`src/rtl/hack_prog_loader.sv`:
```
// Byte-stream loader for length-prefixed Hack programs into instruction memory.
// Optional trailing 16-bit checksum check: define HACK_LOADER_CHECKSUM_EN.
module hack_prog_loader #(
  parameter int unsigned ADDR_WIDTH     = 15,
  parameter int unsigned TIMEOUT_CYCLES = 1000000
) (
  input  logic                  clk,
  input  logic                  rst_n,
  input  logic                  start,
  input  logic [7:0]            s_data,
  input  logic                  s_valid,
  output logic                  s_ready,
  output logic                  mem_we,
  output logic [ADDR_WIDTH-1:0] mem_addr,
  output logic [15:0]           mem_wdata,
  output logic                  cpu_hold,
  output logic                  busy,
  output logic                  done,
  output logic                  error,
  output logic [ADDR_WIDTH:0]   words_written
);

  localparam int unsigned WW = ADDR_WIDTH + 1;
  localparam int unsigned CW = (ADDR_WIDTH + 1 > 17) ? ADDR_WIDTH + 1 : 17;
  localparam int unsigned TW = $clog2(TIMEOUT_CYCLES + 1);
  localparam logic [CW-1:0] DEPTH    = CW'(1) << ADDR_WIDTH;
  localparam logic [TW-1:0] TMO_LAST = TW'(TIMEOUT_CYCLES - 1);

  typedef enum logic [3:0] {
    S_IDLE,
    S_LEN_HI,
    S_LEN_LO,
    S_DATA_HI,
    S_DATA_LO,
    S_WRITE,
    S_DONE,
    S_ERROR
`ifdef HACK_LOADER_CHECKSUM_EN
    , S_CSUM_HI,
    S_CSUM_LO
`endif
  } state_t;

`ifdef HACK_LOADER_CHECKSUM_EN
  localparam state_t S_FINAL = S_CSUM_HI;
`else
  localparam state_t S_FINAL = S_DONE;
`endif

  state_t          state_q;
  state_t          state_nxt;
  logic [15:0]     len_q;
  logic [7:0]      hi_q;
  logic [TW-1:0]   tmo_q;
  logic            xfer;
  logic            tmo_hit;
  logic            tmo_wait;
  logic            can_start;
  logic            last_write;
  logic [15:0]     len_in;
  logic [15:0]     word_in;
`ifdef HACK_LOADER_CHECKSUM_EN
  logic [15:0]     sum_q;
`endif

  assign xfer       = s_valid && s_ready;
  assign tmo_hit    = (tmo_q == TMO_LAST);
  assign len_in     = {len_q[15:8], s_data};
  assign word_in    = {hi_q, s_data};
  assign last_write = (CW'(words_written) + CW'(1)) == CW'(len_q);
  assign can_start  = (state_q == S_IDLE) || (state_q == S_DONE) || (state_q == S_ERROR);
`ifdef HACK_LOADER_CHECKSUM_EN
  assign tmo_wait   = (state_q == S_LEN_LO) || (state_q == S_DATA_HI) ||
                      (state_q == S_DATA_LO) || (state_q == S_CSUM_HI) ||
                      (state_q == S_CSUM_LO);
`else
  assign tmo_wait   = (state_q == S_LEN_LO) || (state_q == S_DATA_HI) ||
                      (state_q == S_DATA_LO);
`endif

  // Next-state decode; waiting states fall to ERROR on an expired idle gap.
  always_comb begin
    state_nxt = state_q;
    case (state_q)
      S_IDLE, S_DONE, S_ERROR: if (start) state_nxt = S_LEN_HI;
      S_LEN_HI:                if (xfer) state_nxt = S_LEN_LO;
      S_LEN_LO: begin
        if (xfer) begin
          if (len_in == 16'd0)           state_nxt = S_FINAL;
          else if (CW'(len_in) > DEPTH)  state_nxt = S_ERROR;
          else                           state_nxt = S_DATA_HI;
        end else if (tmo_hit) begin
          state_nxt = S_ERROR;
        end
      end
      S_DATA_HI: begin
        if (xfer)         state_nxt = S_DATA_LO;
        else if (tmo_hit) state_nxt = S_ERROR;
      end
      S_DATA_LO: begin
        if (xfer)         state_nxt = S_WRITE;
        else if (tmo_hit) state_nxt = S_ERROR;
      end
      S_WRITE: state_nxt = last_write ? S_FINAL : S_DATA_HI;
`ifdef HACK_LOADER_CHECKSUM_EN
      S_CSUM_HI: begin
        if (xfer)         state_nxt = S_CSUM_LO;
        else if (tmo_hit) state_nxt = S_ERROR;
      end
      S_CSUM_LO: begin
        if (xfer)         state_nxt = (word_in == sum_q) ? S_DONE : S_ERROR;
        else if (tmo_hit) state_nxt = S_ERROR;
      end
`endif
      default: state_nxt = S_IDLE;
    endcase
  end

  // State, datapath and status flags, all registered from the next state.
  always_ff @(posedge clk or negedge rst_n) begin
    if (!rst_n) begin
      state_q       <= S_IDLE;
      s_ready       <= 1'b0;
      mem_we        <= 1'b0;
      mem_addr      <= '0;
      mem_wdata     <= '0;
      cpu_hold      <= 1'b0;
      busy          <= 1'b0;
      done          <= 1'b0;
      error         <= 1'b0;
      words_written <= '0;
      len_q         <= '0;
      hi_q          <= '0;
      tmo_q         <= '0;
`ifdef HACK_LOADER_CHECKSUM_EN
      sum_q         <= '0;
`endif
    end else begin
      state_q  <= state_nxt;
      mem_we   <= (state_nxt == S_WRITE);
      busy     <= !((state_nxt == S_IDLE) || (state_nxt == S_DONE) || (state_nxt == S_ERROR));
      cpu_hold <= !((state_nxt == S_IDLE) || (state_nxt == S_DONE));
      done     <= (state_nxt == S_DONE);
      error    <= (state_nxt == S_ERROR);
`ifdef HACK_LOADER_CHECKSUM_EN
      s_ready  <= (state_nxt == S_LEN_HI) || (state_nxt == S_LEN_LO) ||
                  (state_nxt == S_DATA_HI) || (state_nxt == S_DATA_LO) ||
                  (state_nxt == S_CSUM_HI) || (state_nxt == S_CSUM_LO);
`else
      s_ready  <= (state_nxt == S_LEN_HI) || (state_nxt == S_LEN_LO) ||
                  (state_nxt == S_DATA_HI) || (state_nxt == S_DATA_LO);
`endif

      if (tmo_wait && !xfer) tmo_q <= tmo_q + TW'(1);
      else                   tmo_q <= '0;

      if (can_start && start) begin
        words_written <= '0;
        mem_addr      <= '0;
`ifdef HACK_LOADER_CHECKSUM_EN
        sum_q         <= '0;
`endif
      end

      if (xfer) begin
        case (state_q)
          S_LEN_HI:  len_q[15:8] <= s_data;
          S_LEN_LO:  len_q[7:0]  <= s_data;
          S_DATA_HI: hi_q        <= s_data;
          S_DATA_LO: begin
            mem_wdata <= word_in;
`ifdef HACK_LOADER_CHECKSUM_EN
            sum_q     <= sum_q + word_in;
`endif
          end
`ifdef HACK_LOADER_CHECKSUM_EN
          S_CSUM_HI: hi_q <= s_data;
`endif
          default: ;
        endcase
      end

      // Address saturates at the top word so a full-depth load never wraps.
      if (state_q == S_WRITE) begin
        words_written <= words_written + WW'(1);
        if (mem_addr != {ADDR_WIDTH{1'b1}}) mem_addr <= mem_addr + ADDR_WIDTH'(1);
      end
    end
  end

endmodule

```
`config.mk`:
```
export PLATFORM = sky130hd
export DESIGN_NAME = hack_prog_loader
export DESIGN_NICKNAME = d
export VERILOG_FILES = /design/src/rtl/hack_prog_loader.sv
export SDC_FILE = /design/constraint.sdc
export NUM_CORES = 1
export LEC_CHECK = 0
export BUFFER_PORTS_ARGS = -buffer_cell sky130_fd_sc_hd__buf_4
export CORE_ASPECT_RATIO = 0.5
export CORE_MARGIN = 4
export CORE_UTILIZATION = 30
export CTS_CLUSTER_SIZE = 10
export DETAILED_ROUTE_END_ITERATION = 6
export GPL_TIMING_DRIVEN = 1
export PLACE_DENSITY = 0.5
export SLEW_MARGIN = 20
export SYNTH_ARGS = -nofsm -noshare
export SYNTH_HDL_FRONTEND = slang
export SYNTH_SLANG_ARGS = --single-unit
```
`constraint.sdc`:
```
create_clock -name clk -period 5.95 [get_ports clk]
set_clock_uncertainty 0.15 [all_clocks]
set_input_delay 0.595 -clock clk [delete_from_list [all_inputs] [get_ports clk]]
set_output_delay 0.595 -clock clk [all_outputs]
set_load 0.005 [all_outputs]
```
==> impl_metrics.toml <==
[timing]
crit_share_post_route_pct = 54.54
grt_setup_unrepaired = "false"
maxSlewHeadroom_pct = 28.32
postLayoutSetupSlackWorst_ps = 2705
finalWorstPathRequiredPeriod_ps = 3245
max_slew.worst_pin.slew_ps = 1074
fmaxAchievable_ghz = 0.3082
setup_tns_ps = 0
finalSetupViolations = 0
final_max_slew_viol_count = 0
hold_violations = 0

[global_route]
gr-total-overflow = 0
antenna_found_initial = 0
grt_max_degree = 61
wire_length_of_the_first_global_routing_pass_mm = 20.40
track_usage_pct = 13.27
first_global_vias = 3803

[synthesis]
synthesis.nets = 498
mappedNetlistArea_um2 = 5034
yosysTopAreaCell = "sky130_fd_sc_hd__dfrtp_1"
adder_and_majority_gate_portion_of_the_synthesized_area_pct = 0.7457
synth_top_family_by_area = "simple AND/OR/NAND/NOR gates"
synth_xor_xnor_area_share_pct = 7.656
synth_simple_gate_area_share_pct = 18.79
synthDistinctLibCells = 46
post_synthesis_average_cell_area_um2 = 10.42
synth.yosys.warnings = 0
yosys_top_cell_area_share_pct = 50.21
synthCells = 483
synth_seq_cells = 101
yosysSeqAreaShare_pct = 50.21
post_synth_mux_area_share_pct = 10.61
post_synthesis_compound_gate_area_fraction_pct = 9.719
synth_area_leaders = "sky130_fd_sc_hd__dfrtp_1 (50%), sky130_fd_sc_hd__mux2_2 (6.9%), sky130_fd_sc_hd__xor2_1 (4.2%)"

[setup_path]
cp-end-kind = "flop"
crit_start = "tmo_q[7]"
timing.critical_path.from_type = "flop"
cp_data_required_time_ps = 6030
cp_slowest_cell = "sky130_fd_sc_hd__nor3b_4"
worstReg2RegStart = "tmo_q[7]"
critical_path.cell_chain = "nor4_1 -> nand4_1 -> or2_1 -> a221oi_2 -> a31oi_2 -> nor3b_4 -> mux2_2"
critical_path_peak_fanout = 17
timing.critical_path.arrival_ps = 3320
critical-path-max-stage-delay_ps = 930
timing_worst_setup_path_type = "flop to flop"

[clocking]
cts_repair_resize_count = 0
hold_fix_buffers_at_cts = 0
insertion_delay_ps = 340
max-clock-path-buffers = 2
path_clk_slew_ps = 80
tritoncts_num_sinks = 101
postCtsSetupRepairBufs = 0
cts-buffers-inserted = 9
cts_tree = "built"
htree_num_levels = 3
clockRootBuffer = "sky130_fd_sc_hd__clkbuf_16"

[layout]
fillers = 1617
synthToLayoutAreaGrowth_pct = 19.94
diodes = 0
final_net_count = 556
post_route_cells_drive_above_1_share_pct = 24.18

[route]
detail_route.wl_per_cell_um = 15.76
drt_iter0_markers = 246
detail_route.vias_per_cell = 4.891
routed-via-count = 3781
drtAntennaViolNets = 0
drt-pass1-iter-count = 4
route.detailed.drc = 0
route.final.wire_length_mm = 12.18

[placement]
routabilityCongestion = 0.8241
numPortBuffers = 64
dpl_worst_slack_ps = 2593
hpwlAfterDp_mm = 8.662

[pwr]
total_power_mw = 1.514
power.static_leakage_nw = 2.721
cellPowerDensity_nw_per_um2 = 250.7
vdd_ir_drop_max_mv = 0.1492

[hold_path]
holdCritPathClass = "primary input to asynchronous set/reset pin"

[outcome]
status = "completed"

[die]
chipWidth_um = 191.2
placement_rows = 33
initial_utilization_pct = 30.71
die_height_um = 99.60
floorplan.core_area_um2 = 16390
fp.dieArea_um2 = 19040
pin_count = 65

[flow_run]
drv.max_cap_violation_count = 0
-- through the flow --
| step | hold slack (ps) | std cells | area (µm²) | util [%] |
|---|---|---|---|---|
| 3_3_place_gp | 333.6 | 757 | 5733 | 34.97 |
| 6_report | 98.15 | 773 | 6037 | 36.83 |
| 4_1_cts | 117.3 | 773 | 6037 | 36.83 |
| 2_1_floorplan | 149.4 | 483 | 5034 | - |
| 5_1_grt | 143.4 | 773 | 6037 | 36.83 |
| 3_5_place_dp | 340.0 | 757 | 5733 | 34.97 |
-- layer usage --
metal	track usage (%)	up-vias	wire, µm
li1	-	1840	-
met1	19.25	1865	6215
met2	19.81	66	5305
met3	3.647	10	559
met4	2.978	0	102
met5	0	-	0
-- final cells by class --
cell class	instances	area, µm²	share of cell area [%]
well taps	227	284.0	4.705
flip-flops and latches	101	2527	41.87
clock buffers	12	266.5	4.415
multi-input cells	356	2396	39.69
repair buffers	67	503.0	8.332
inverters	6	22.52	0.3731
clock inverters	4	37.54	0.6218
-- final timing paths --
check,slack (ps),cells past startpoint,endpoint
max in group asynchronous,4390,2,tmo_q[19]
worst min-delay path,100,1,words_written[13]
min in group clk,350,1,mem_wdata[13]
worst max-delay path,2700,7,mem_wdata[3]
worst max register to register,2700,7,mem_wdata[3]
worst min register to register,350,1,mem_wdata[13]
-- cells by family after synthesis --
| family | count (synthesis) |
|---|---|
| AOI/OAI and AO/OA | 78 |
| xor gates and xnor gates | 44 |
| adders and majority gates | 3 |
| buffers and inverters | 26 |
| DFF | 101 |
| muxes | 45 |
| other | 1 |
| and+or+nand+nor | 185 |
-- sequential cells by signal, summed over array words and instances, names as in the netlist --
register,flops
error,1
tmo_q,20
busy,1
s_ready,1
mem_addr,15
mem_wdata,16
words_written,16
len_q,16
done,1
hi_q,8
cpu_hold,1
mem_we,1
state_q,4
-- cell usage in the layout (no fill, tap or decap), types with 2 or more instances in the layout --
master	synthesis	final
sky130_fd_sc_hd__mux2_2	31	31
sky130_fd_sc_hd__nor4_1	10	10
sky130_fd_sc_hd__o21ai_0	39	39
sky130_fd_sc_hd__ha_1	3	3
sky130_fd_sc_hd__mux2i_1	5	5
sky130_fd_sc_hd__or3_1	6	6
sky130_fd_sc_hd__nor3_1	12	12
sky130_fd_sc_hd__o31ai_1	12	12
sky130_fd_sc_hd__mux2_4	9	9
sky130_fd_sc_hd__o211ai_1	5	5
sky130_fd_sc_hd__nor2_1	46	46
sky130_fd_sc_hd__inv_1	6	6
sky130_fd_sc_hd__nand3_1	18	18
sky130_fd_sc_hd__nand2b_1	3	3
sky130_fd_sc_hd__nor2b_1	2	2
sky130_fd_sc_hd__a21oi_1	11	11
sky130_fd_sc_hd__and2_1	8	8
sky130_fd_sc_hd__nand2_1	41	41
sky130_fd_sc_hd__and4_1	3	3
sky130_fd_sc_hd__nand4_1	16	16
sky130_fd_sc_hd__inv_6	0	2
sky130_fd_sc_hd__and3_1	9	9
sky130_fd_sc_hd__o41ai_1	2	2
sky130_fd_sc_hd__buf_4	0	67
sky130_fd_sc_hd__nor3b_1	4	4
sky130_fd_sc_hd__clkbuf_8	0	3
sky130_fd_sc_hd__dfrtp_1	101	101
sky130_fd_sc_hd__xnor2_1	20	20
sky130_fd_sc_hd__xor2_1	24	24
sky130_fd_sc_hd__o21a_1	2	2
sky130_fd_sc_hd__clkbuf_16	0	9
-- report_power, final --
group	internal (mW)	switching, mW
sequential	0.723	0.0409
combinational	0.0783	0.0767
clock	0.325	0.269
total	1.13	0.386
-- critical path: cells and delay by family (launching register included) --
family	cells	cell delay, ps
DFF	1	440
muxes	1	420
and+or+nand+nor	4	1700
AOI/OAI and AO/OA	2	400
-- synth_stat cells (all sizes together) --
cell type,n
or2,2
or3,6
o211ai,5
a21oi,11
o41ai,2
ha,3
nor4b,1
nor3,12
nand2b,3
nor2b,2
mux2,40
nand2,41
a41oi,2
nand4,16
mux2i,5
xor2,24
a31oi,2
clkbuf,13
buf,7
or3b,1
conb,1
and3,9
dfrtp,101
nor2,46
nand3,19
a221oi,1
o2bb2ai,1
and4b,1
a21boi,1
o21ai,39
nor3b,5
and4,3
and2,8
xnor2,20
inv,6
o21a,2
o31ai,12
nor4,10
Note: power is estimated with default switching activity, not from simulation.
